$ cat src/rtl/mac_accum_engine.sv
// Multi-lane signed multiply-accumulate engine: accumulates k_len operand beats
// per lane, then drains one lane result per handshake and pulses done.
module mac_accum_engine #(
  parameter int N_CH   = 4,
  parameter int DATA_W = 8,
  parameter int ACC_W  = 24,
  parameter int K_MAX  = 64,
  localparam int K_W   = $clog2(K_MAX + 1),
  localparam int CH_W  = (N_CH > 1) ? $clog2(N_CH) : 1
) (
  input  logic                     clk,
  input  logic                     srst,
  input  logic                     start,
  input  logic [K_W-1:0]           k_len,
  input  logic                     sat_en,
  input  logic                     in_valid,
  output logic                     in_ready,
  input  logic [N_CH*DATA_W-1:0]   in_a,
  input  logic [N_CH*DATA_W-1:0]   in_b,
  output logic                     out_valid,
  input  logic                     out_ready,
  output logic [ACC_W-1:0]         out_data,
  output logic [CH_W-1:0]          out_ch,
  output logic                     busy,
  output logic                     done,
  output logic                     err
);

  if (ACC_W < 2 * DATA_W) begin : g_acc_w_check
    $error("ACC_W must be at least 2*DATA_W");
  end

  typedef enum logic [1:0] {IDLE, ACCUM, DRAIN, DONE} state_t;

  state_t                   state_q, state_d;
  logic signed [ACC_W-1:0]  acc_q [N_CH];
  logic signed [ACC_W-1:0]  acc_d [N_CH];
  logic [K_W-1:0]           cnt_q, cnt_d;
  logic [K_W-1:0]           klen_q, klen_d;
  logic [CH_W-1:0]          idx_q, idx_d;
  logic                     sat_q, sat_d;
  logic                     err_q, err_d;

  // One guard bit above the accumulator exposes overflow in the raw sum.
  function automatic logic signed [ACC_W-1:0] sat_wrap(
    input logic signed [ACC_W:0] sum,
    input logic                  sat
  );
    if (sat && (sum[ACC_W] != sum[ACC_W-1]))
      return sum[ACC_W] ? {1'b1, {(ACC_W-1){1'b0}}} : {1'b0, {(ACC_W-1){1'b1}}};
    return sum[ACC_W-1:0];
  endfunction

  function automatic logic signed [ACC_W-1:0] mac_step(
    input logic signed [ACC_W-1:0]  acc,
    input logic signed [DATA_W-1:0] a,
    input logic signed [DATA_W-1:0] b,
    input logic                     sat
  );
    logic signed [2*DATA_W-1:0] prod;
    logic signed [ACC_W:0]      sum;
    prod = (2*DATA_W)'(a) * (2*DATA_W)'(b);
    sum  = (ACC_W+1)'(acc) + (ACC_W+1)'(prod);
    return sat_wrap(sum, sat);
  endfunction

  always_comb begin
    state_d = state_q;
    acc_d   = acc_q;
    cnt_d   = cnt_q;
    klen_d  = klen_q;
    idx_d   = idx_q;
    sat_d   = sat_q;
    err_d   = 1'b0;
    case (state_q)
      IDLE: begin
        if (start) begin
          if (k_len == '0 || k_len > K_W'(K_MAX)) begin
            err_d = 1'b1;
          end else begin
            for (int i = 0; i < N_CH; i++) acc_d[i] = '0;
            cnt_d   = '0;
            idx_d   = '0;
            klen_d  = k_len;
            sat_d   = sat_en;
            state_d = ACCUM;
          end
        end
      end
      ACCUM: begin
        if (in_valid) begin
          for (int i = 0; i < N_CH; i++)
            acc_d[i] = mac_step(acc_q[i], in_a[i*DATA_W +: DATA_W],
                                in_b[i*DATA_W +: DATA_W], sat_q);
          cnt_d = cnt_q + K_W'(1);
          if (cnt_q + K_W'(1) == klen_q) state_d = DRAIN;
        end
      end
      DRAIN: begin
        if (out_ready) begin
          if (idx_q == CH_W'(N_CH - 1)) begin
            idx_d   = '0;
            state_d = DONE;
          end else begin
            idx_d = idx_q + CH_W'(1);
          end
        end
      end
      default: state_d = IDLE;
    endcase
  end

  always_ff @(posedge clk) begin
    if (srst) begin
      state_q <= IDLE;
      for (int i = 0; i < N_CH; i++) acc_q[i] <= '0;
      cnt_q   <= '0;
      klen_q  <= '0;
      idx_q   <= '0;
      sat_q   <= 1'b0;
      err_q   <= 1'b0;
    end else begin
      state_q <= state_d;
      acc_q   <= acc_d;
      cnt_q   <= cnt_d;
      klen_q  <= klen_d;
      idx_q   <= idx_d;
      sat_q   <= sat_d;
      err_q   <= err_d;
    end
  end

  assign in_ready  = (state_q == ACCUM);
  assign out_valid = (state_q == DRAIN);
  assign busy      = (state_q == ACCUM) || (state_q == DRAIN);
  assign done      = (state_q == DONE);
  assign err       = err_q;
  assign out_ch    = out_valid ? idx_q : '0;
  assign out_data  = out_valid ? acc_q[idx_q] : '0;

endmodule
$ cat config.mk
export PLATFORM = sky130hd
export DESIGN_NAME = mac_accum_engine
export DESIGN_NICKNAME = d
export VERILOG_FILES = /design/src/rtl/mac_accum_engine.sv
export SDC_FILE = /design/constraint.sdc
export NUM_CORES = 1
export LEC_CHECK = 0
export ABC_AREA = 1
export BUFFER_PORTS_ARGS = -buffer_cell sky130_fd_sc_hd__buf_4
export CAP_MARGIN = 30
export CORE_ASPECT_RATIO = 2
export CORE_MARGIN = 10
export CORE_UTILIZATION = 60
export CTS_BUF_LIST = sky130_fd_sc_hd__clkbuf_4
export CTS_CLUSTER_DIAMETER = 60
export DETAILED_ROUTE_END_ITERATION = 7
export PLACE_DENSITY = 0.79
export SYNTH_ARGS = -nofsm -noshare
export SYNTH_HDL_FRONTEND = slang
export SYNTH_SLANG_ARGS = --single-unit
$ cat constraint.sdc
create_clock -name clk -period 5 [get_ports clk]
set_input_delay 0.25 -clock clk [delete_from_list [all_inputs] [get_ports clk]]
set_output_delay 0.25 -clock clk [all_outputs]
set_load 0.01 [all_outputs]
==> results.json, run 1 <==
{
  "finalWorstSetupSlack_ns": 0.132,
  "layoutNonFillerInstCount": 4259,
  "synth-seq-cells": 116,
  "crit_fanout": 6,
  "hold_viol": 3,
  "syn-num-nets": 4064,
  "initial_core_util_pct": 60.7,
  "outcome": "finished with violations",
  "drive_gt1_share_pct": 20.3,
  "slew_violations": 0,
  "clk_pin_slew_ns": 0.11,
  "drc": 0,
  "critPathSlowestCell": "fa_1",
  "die_w_um": 164,
  "htree_levels": 4,
  "grt_pass1_vias": 24600,
  "worst-r2r-cell-count": 20,
  "final_util_pct": 73.5,
  "area_growth_pct": 21.2,
  "synthCells": 3325,
  "ys_types": 40,
  "reg2reg_to": "acc_q[93]$_SDFFE_PP0P_",
  "io_pins": 108,
  "setup_viol": 0,
  "min_from": "k_len[5]",
  "netlist_top_cells_area": "fa_1 35%, nand2_1 14%, ha_1 12%",
  "dp_cells": 4194,
  "ant_nets": 0,
  "max_freq_mhz": 205,
  "clockBufferDepth": 2,
  "finalCritPeriodShare_pct": 97.4,
  "wl_mm": 75.6,
  "synth_area_sq_um": 24900,
  "place.gp.congestion": 0.988,
  "num_rows": 105,
  "first_pass_iters": 6,
  "yosysTopAreaCell": "fa_1",
  "maxCapViolCount": 0,
  "core_sq_um": 41000,
  "cp-start-kind": "flip-flop",
  "hold_end": "klen_q[5]$_SDFFE_PP0P_",
  "pre_cts_ws_ns": -0.615,
  "synth_warnings": 0,
  "max_slew_margin_pct": 25.4,
  "endpoint_kind": "flip-flop",
  "required_ns": 5.44,
  "synth_top_area_share_pct": 34.8,
  "antenna_found_initial": 1,
  "synth_most_common_cell": "nand2_1",
  "viasPerCell": 5.42,
  "arrival_ns": 5.30,
  "worstPathCellList": "fa_1 -> inv_1 -> fa_1 -> inv_1 -> fa_1 -> fa_1 -> ha_1 -> ha_1 -> nand2_1 -> nor2_2 -> inv_1 -> nor2_2 -> nand3_1 -> nand4_1 -> nand3_2 -> nor2_4 -> nor2_4 -> clkbuf_16 -> nand2_1 -> a21oi_1",
  "cts_buffers": 17,
  "synth_edf_count": 0,
  "ys_seq_area_share_pct": 9.34,
  "rr_startpoint": "acc_q[84]$_SDFFE_PP0P_",
  "hold_depth": 3,
  "die_y_um": 308,
  "route.vias.total": 23100,
  "finalHoldWorstSlack_ns": -0.0231,
  "num-fill-cells": 3222,
  "reg2reg_slack_ns": 0.13,
  "grt_pass1_wl_mm": 120,
  "slowest_delay_ns": 0.55,
  "track_usage_pct": 29.9,
  "finalClockSkew_ns": 0.0220,
  "synth_top_flop_cell": "dfxtp_1",
  "cts_tree": "built",
  "worstMarginPinSlew_ns": 1.12,
  "place_hpwl_mm": 63.8,
  "grt_overflow_total": 0,
  "synthArstFlopShare_pct": 0,
  "clockRootBuffer": "clkbuf_4",
  "cp_common_cell": "fa_1",
  "port_buffers": 107,
  "fin_crit_ns": 4.87,
  "crit_type": "reg2reg",
  "cts_num_sinks": 116,
  "grt_max_degree": 65,
  "first_iter_violations": 1488,
  "layout.nets": 4449,
  "wl_per_cell_um": 17.7,
  "dieArea_sq_um": 50500,
  "clock_latency_ns": 0.58,
  "min_path_type": "in2reg",
  "syn_avg_cell_area_sq_um": 7.48,
  "netlist_top_cells_count": "921 x nand2_1, 714 x inv_1, 432 x fa_1, 230 x ha_1, 197 x nor2_1",
  "violations": "hold timing"
}
==> worst max-delay path by stage <==
| stage | slack, ns | startpoint | depth (start not counted) | to |
|---|---|---|---|---|
| 2_1_floorplan | 0.0009 | in_a[31] | 22 | acc_q[10]$_SDFFE_PP0P_ |
| 3_3_place_gp | -0.43 | in_b[31] | 23 | acc_q[2]$_SDFFE_PP0P_ |
| 3_5_place_dp | -0.62 | in_b[31] | 23 | acc_q[2]$_SDFFE_PP0P_ |
| 4_1_cts | 0.01 | acc_q[76]$_SDFFE_PP0P_ | 25 | acc_q[94]$_SDFFE_PP0P_ |
| 5_1_grt | -0.04 | acc_q[30]$_SDFFE_PP0P_ | 26 | acc_q[45]$_SDFFE_PP0P_ |
| 6_report | 0.13 | acc_q[84]$_SDFFE_PP0P_ | 20 | acc_q[93]$_SDFFE_PP0P_ |
==> repair_timing <==
item,CTS,global route
cloned,3,11
setup buffers,1,12
hold buffers,5,0
setup endpoints to repair,46,95
pin swaps,2,43
hold endpoints to repair,5,0
resized for setup,5,152
==> placed cells by master, fill, tap and decap left out, drive strengths merged, types with 4 or more instances in the layout <==
master       instances
nand2              953
inv                723
buf                470
fa                 432
ha                 230
a21oi              209
nor2               207
dfxtp              116
o21ai               80
nand3               80
xnor2               45
nand4               30
xor2                26
clkbuf              22
o21bai              19
clkinvlp            11
and2                10
clkinv              10
nor3                 9
nand3b               8
or2                  6
a31oi                5
dlygate4sd3          5
o211ai               4
a21o                 4
==> metrics by stage <==
| step | cell area [sq um] | setup TNS [ns] |
|---|---|---|
| final | 30100 | 0 |
| after global routing | 30100 | -0.778 |
| after CTS | 29200 | 0 |
| after detailed placement | 28800 | -31.18 |
| after global placement | 28800 | -20.05 |
| after floorplan | 25000 | 0 |
==> state kept, by name, summed over array words and instances, names as in the netlist <==
| signal | flops |
|---|---|
| acc_q | 96 |
| cnt_q | 7 |
| err | 1 |
| idx_q | 2 |
| klen_q | 7 |
| sat_q | 1 |
| state_q | 2 |
==> area by class of cell <==
| type | instances | area, sq um | share of cell area, % |
|---|---|---|---|
| flip-flops and latches | 116 | 2370 | 7.86 |
| diodes | 1 | 2.50 | 0.00831 |
| repair buffers | 480 | 4030 | 13.4 |
| clock buffers | 17 | 128 | 0.424 |
| inverters | 730 | 2760 | 9.17 |
| multi-input cells | 2365 | 20000 | 66.5 |
| well taps | 535 | 669 | 2.22 |
| clock inverters | 15 | 130 | 0.432 |
==> worst max-delay path: cells and delay by family, from the launching register on <==
kind	cells	cell delay, ns
DFF	1	0.39
AOI/OAI and AO/OA	1	0.06
buffers and inverters	4	0.38
adders and majority gates	6	2.67
and+or+nand+nor	9	1.20
==> per-layer routing <==
metal / wire length [um] / part of all wire, % / GRT usage [%]
met3: 3740 / 5.0 / 3.68
met4: 5980 / 7.9 / 19.8
met5: 0 / 0 / 0
met1: 24700 / 33 / 30.0
met2: 41200 / 55 / 55.6
==> cell families (layout without fill, tap and decap cells) <==
| family | count (synthesis) | after routing | share of synthesized area, % |
|---|---|---|---|
| xor gates and xnor gates | 71 | 71 | 2.50 |
| DFF | 116 | 116 | 9.34 |
| adders and majority gates | 662 | 662 | 46.4 |
| other | 0 | 1 | 0 |
| buffers and inverters | 851 | 1242 | 13.3 |
| AOI/OAI and AO/OA | 326 | 327 | 7.33 |
| and+or+nand+nor | 1299 | 1305 | 21.2 |
Power of run 1 is not shown: default switching activity piles up to over one toggle a cycle in this logic, so the estimate is an artifact.
==> run 2, diff against run 1 <==
--- a/config.mk
+++ b/config.mk
@@ -10,11 +10,11 @@
 export CAP_MARGIN = 30
 export CORE_ASPECT_RATIO = 2
 export CORE_MARGIN = 10
-export CORE_UTILIZATION = 60
+export CORE_UTILIZATION = 30
 export CTS_BUF_LIST = sky130_fd_sc_hd__clkbuf_4
 export CTS_CLUSTER_DIAMETER = 60
 export DETAILED_ROUTE_END_ITERATION = 7
-export PLACE_DENSITY = 0.79
+export PLACE_DENSITY = 0.44
 export SYNTH_ARGS = -nofsm -noshare
 export SYNTH_HDL_FRONTEND = slang
 export SYNTH_SLANG_ARGS = --single-unit
==> run 2 against run 1 <==
Effect of this change:
- the run now ends clean
- via count down 5.0%
- sequential share of layout area is 0.29 points lower
- final cell count is 14% higher
- flip-flop and latch count unchanged
- worst setup slack improved by 0.032 ns
- maximum frequency up 0.65%
- critical path type unchanged
- critical endpoint is now acc_q[3]$_SDFFE_PP0P_
- largest cell class unchanged
- highest routed layer unchanged
==> results.json, run 2 (synthesis results as in run 1) <==
{
  "port_buffers": 107,
  "grt_max_degree": 63,
  "place_hpwl_mm": 72.5,
  "clockRootBuffer": "clkbuf_4",
  "crit_type": "reg2reg",
  "wl_mm": 82.8,
  "endpoint_kind": "flip-flop",
  "min_path_type": "in2reg",
  "required_ns": 5.51,
  "initial_core_util_pct": 30.2,
  "cts_tree": "built",
  "crit_fanout": 5,
  "rsz0062_at_grt": "yes",
  "ant_nets": 0,
  "largest_register_ffs": 96,
  "drive_gt1_share_pct": 21.0,
  "grt_overflow_total": 0,
  "io_pins": 108,
  "antenna_found_initial": 1,
  "finalClockSkew_ns": 0.0232,
  "fin_crit_ns": 4.84,
  "layout_common_cells": "895 x nand2_1, 703 x inv_1, 495 x buf_4, 426 x fa_1, 201 x ha_1",
  "viasPerCell": 4.53,
  "num_rows": 149,
  "hold_viol": 0,
  "drc": 0,
  "worstMarginPinSlew_ns": 1.27,
  "core_sq_um": 82400,
  "clockBufferDepth": 2,
  "clock_latency_ns": 0.58,
  "dieArea_sq_um": 95500,
  "finalCritPeriodShare_pct": 96.7,
  "outcome": "finished clean",
  "layout.nets": 4508,
  "pre_cts_ws_ns": -0.346,
  "arrival_ns": 5.34,
  "final_common_cell": "nand2_1",
  "die_y_um": 427,
  "track_usage_pct": 17.3,
  "max_slew_margin_pct": 15.3,
  "setup_viol": 0,
  "place.gp.congestion": 0.888,
  "first_pass_iters": 8,
  "dp_cells": 4780,
  "cts_buffers": 17,
  "slew_violations": 0,
  "grt_pass1_vias": 23900,
  "first_iter_violations": 818,
  "route.vias.total": 21900,
  "area_growth_pct": 25.6,
  "cts_num_sinks": 116,
  "finalWorstSetupSlack_ns": 0.164,
  "htree_levels": 4,
  "die_w_um": 224,
  "final_util_pct": 37.9,
  "maxCapViolCount": 0,
  "cp-start-kind": "flip-flop",
  "max_freq_mhz": 207,
  "largest-register": "acc_q",
  "grt_pass1_wl_mm": 129,
  "layoutNonFillerInstCount": 4840,
  "top_regs": "acc_q x96, cnt_q x7, klen_q x7",
  "wl_per_cell_um": 17.1,
  "clk_pin_slew_ns": 0.13
}
## run 2: cell types whose count changed in the layout (fill, tap and decap cells not counted), moves of 5 or more
cell,before,now
nand2_2,58,50
nand2_1,889,895
a21oi_1,167,174
buf_4,442,495
dfxtp_2,22,28
ha_1,196,201
a21oi_2,38,30
## run 2: repair_timing
item,in CTS,in global routing
gates resized for setup,6,139
pin swaps,0,37
gates cloned,1,10
hold buffers,8,0
endpoints found under the setup margin,69,92
buffers inserted,0,9
endpoints found under the hold margin,7,0
## run 2: path summary, 6_finish.rpt
check                          from                endpoint  slack (ns)  cells past startpoint
min reg2reg  acc_q[25]$_SDFFE_PP0P_  acc_q[25]$_SDFFE_PP0P_        0.47                      2
max reg2reg  acc_q[23]$_SDFFE_PP0P_   acc_q[3]$_SDFFE_PP0P_        0.16                     20
max          acc_q[23]$_SDFFE_PP0P_   acc_q[3]$_SDFFE_PP0P_        0.16                     20
min                          sat_en      sat_q$_SDFFE_PP0P_        0.06                      3
## run 2: metrics by stage
stage	area [sq um]	hold WS, ns	setup TNS [ns]
2_1_floorplan	25000	0.385	0
3_3_place_gp	30000	0.451	-24.93
3_5_place_dp	30000	0.455	-26.95
4_1_cts	30400	0.0234	-0.000352
5_1_grt	31200	0.0512	-0.455
6_report	31200	0.0632	0
## run 2: area by class of cell
cell class | instances | area, sq um
multi-input cells | 2363 | 20000
diodes | 1 | 2.50
repair buffers | 541 | 4530
flip-flops and latches | 116 | 2360
clock buffers | 17 | 128
clock inverters | 15 | 134
well taps | 1057 | 1320
fillers | 8786 | 51200
inverters | 730 | 2760
## run 2: routing by layer
metal	global-route usage, %	vias up	wire length, um	share of wire, %
met5	0	-	0	0
met4	6.86	0	3610	4.4
met3	1.99	116	2370	2.9
met2	35.7	306	48500	59
met1	16.7	10700	28300	34
li1	-	10800	-	-
## run 2: worst max-delay path: stages (launching register included)
cell,delay [ns]
dfxtp_1,0.38
fa_1,0.62
inv_1,0.07
fa_1,0.48
fa_1,0.51
fa_1,0.54
inv_1,0.05
ha_1,0.29
ha_1,0.33
nand4_1,0.19
nor2_2,0.21
nand3_1,0.13
nand3_2,0.10
nand2_1,0.06
nand2_2,0.13
nor2_4,0.05
a21oi_4,0.15
buf_12,0.16
clkbuf_16,0.15
nand2_2,0.06
a21oi_2,0.11
Power of run 2 is left out for the same reason.
==> run 3, diff against run 2 <==
--- a/config.mk
+++ b/config.mk
@@ -10,11 +10,11 @@
 export CAP_MARGIN = 30
 export CORE_ASPECT_RATIO = 2
 export CORE_MARGIN = 10
-export CORE_UTILIZATION = 30
+export CORE_UTILIZATION = 45
 export CTS_BUF_LIST = sky130_fd_sc_hd__clkbuf_4
 export CTS_CLUSTER_DIAMETER = 60
 export DETAILED_ROUTE_END_ITERATION = 7
-export PLACE_DENSITY = 0.44
+export PLACE_DENSITY = 0.62
 export SYNTH_ARGS = -nofsm -noshare
 export SYNTH_HDL_FRONTEND = slang
 export SYNTH_SLANG_ARGS = --single-unit
==> run 3 against run 2 <==
Effect of this change:
- maximum frequency is 0.18% lower
- routed wire length is 12% lower
- critical path type unchanged
- sequential share of layout area is 0.25 points higher
- utilization is 17 points higher
- die area is 31% lower
- clock skew is 0.0029 ns lower
- critical endpoint is now acc_q[9]$_SDFFE_PP0P_
==> results.json, run 3 (synthesis results as in run 1) <==
{
  "setup_viol": 0,
  "arrival_ns": 5.27,
  "grt_max_degree": 55,
  "min_from": "k_len[5]",
  "largest_register_ffs": 96,
  "crit_fanout": 6,
  "clockRootBuffer": "clkbuf_4",
  "area_growth_pct": 21.1,
  "slew_violations": 0,
  "wl_per_cell_um": 16.3,
  "first_pass_iters": 5,
  "cts_num_sinks": 116,
  "die_y_um": 352,
  "first_iter_violations": 803,
  "num-fill-cells": 5286,
  "place_hpwl_mm": 63.2,
  "crit_start": "acc_q[6]$_SDFFE_PP0P_",
  "antenna_found_initial": 1,
  "max_slew_margin_pct": 31.0,
  "viasPerCell": 4.90,
  "num_rows": 121,
  "track_usage_pct": 22.5,
  "rr_startpoint": "acc_q[6]$_SDFFE_PP0P_",
  "layout.nets": 4448,
  "setup_tns_ns": 0,
  "hold_viol": 0,
  "grt_pass1_wl_mm": 116,
  "pre_cts_ws_ns": -0.229,
  "crit_type": "reg2reg",
  "die_w_um": 186,
  "max_freq_mhz": 206,
  "core_sq_um": 54700,
  "ant_nets": 0,
  "clockBufferDepth": 2,
  "outcome": "finished clean",
  "required_ns": 5.42,
  "htree_levels": 4,
  "fin_crit_ns": 4.85,
  "endpoint_kind": "flip-flop",
  "dieArea_sq_um": 65600,
  "drc": 0,
  "worst-r2r-cell-count": 23,
  "placed_area_sq_um": 29100,
  "finalHoldWorstSlack_ns": 0.0258,
  "final_area_sq_um": 30100,
  "maxCapViolCount": 0,
  "grt_pass1_vias": 23300,
  "final_common_cell": "nand2_1",
  "largest-register": "acc_q",
  "io_pins": 108,
  "top_regs": "acc_q x96, cnt_q x7, klen_q x7",
  "grt_overflow_total": 0,
  "min_path_type": "in2reg",
  "hold_depth": 3,
  "initial_core_util_pct": 45.5,
  "drive_gt1_share_pct": 18.8,
  "cts_buffers": 17,
  "finalCritPeriodShare_pct": 96.9,
  "layout_common_cells": "906 x nand2_1, 705 x inv_1, 443 x buf_4, 427 x fa_1, 208 x ha_1",
  "place.gp.congestion": 0.974,
  "route.vias.total": 21900,
  "finalClockSkew_ns": 0.0204,
  "wl_mm": 72.8,
  "cts_tree": "built",
  "finalWorstSetupSlack_ns": 0.155,
  "worstMarginPinSlew_ns": 1.03,
  "clock_latency_ns": 0.57,
  "cp-start-kind": "flip-flop",
  "clk_pin_slew_ns": 0.12,
  "port_buffers": 107
}
run 3: cell count changes in the layout (fill, tap and decap cells not counted), moves of 3 or more:
cell     before  now
inv_6         3    6
ha_4         25   20
nand2_2      50   40
inv_2        17   14
buf_4       495  443
ha_1        201  208
dfxtp_2      28   20
nand2_4       5    8
nand2_1     895  906
buf_12       29   21
dfxtp_1      86   94
run 3: per-stage QoR:
step / instances / utilization [%]
finish: 4461 / 55.1
global route: 4461 / 55.1
CTS: 4439 / 53.8
detailed placement: 4399 / 53.2
global placement: 4399 / 53.2
floorplan: 3325 / -
run 3: area by class of cell:
cell class | count | area [sq um] | share of cell area (%)
Clock inverter | 15 | 146 | 0.486
Antenna cell | 1 | 2.50 | 0.00831
Timing Repair Buffer | 479 | 3960 | 13.2
Sequential cell | 116 | 2350 | 7.82
Multi-Input combinational cell | 2365 | 19800 | 65.9
Inverter | 730 | 2760 | 9.18
Tap cell | 738 | 923 | 3.07
Clock buffer | 17 | 128 | 0.424
run 3: worst paths after layout:
| path | slack [ns] | to |
|---|---|---|
| setup / recovery | 0.15 | acc_q[9]$_SDFFE_PP0P_ |
| setup reg to reg | 0.15 | acc_q[9]$_SDFFE_PP0P_ |
| hold / removal | 0.03 | klen_q[5]$_SDFFE_PP0P_ |
| hold reg to reg | 0.47 | acc_q[29]$_SDFFE_PP0P_ |
run 3: worst max-delay path, cell delays in order (launching register included):
cell,delay [ns]
dfxtp_2,0.38
inv_1,0.08
fa_1,0.53
inv_1,0.05
fa_1,0.49
inv_1,0.05
fa_1,0.51
fa_1,0.37
inv_1,0.09
fa_2,0.46
ha_4,0.31
nand2_1,0.06
inv_1,0.07
nand2_1,0.10
nor2_4,0.15
nand3_2,0.14
nand3_1,0.13
nand2_1,0.10
nand2_4,0.10
a21oi_4,0.07
buf_12,0.17
clkbuf_16,0.16
nand2_2,0.07
a21oi_2,0.05
run 3: what timing repair did:
action | 4_1_cts | 5_1_grt
cloned | 0 | 12
buffers inserted | 0 | 9
endpoints found under the hold margin | 7 | 0
hold buffers | 8 | 0
setup endpoints to repair | 4 | 94
resized for setup | 1 | 103
pin swaps | 0 | 26
run 3: per-layer routing:
metal	share of wire, %	track usage, %	vias to the layer above
met2	56	42.7	461
met4	7.0	13.9	0
li1	-	-	10700
met3	3.6	2.60	177
met1	34	22.1	10500
met5	0	0	-
Power of run 3 is left out for the same reason.
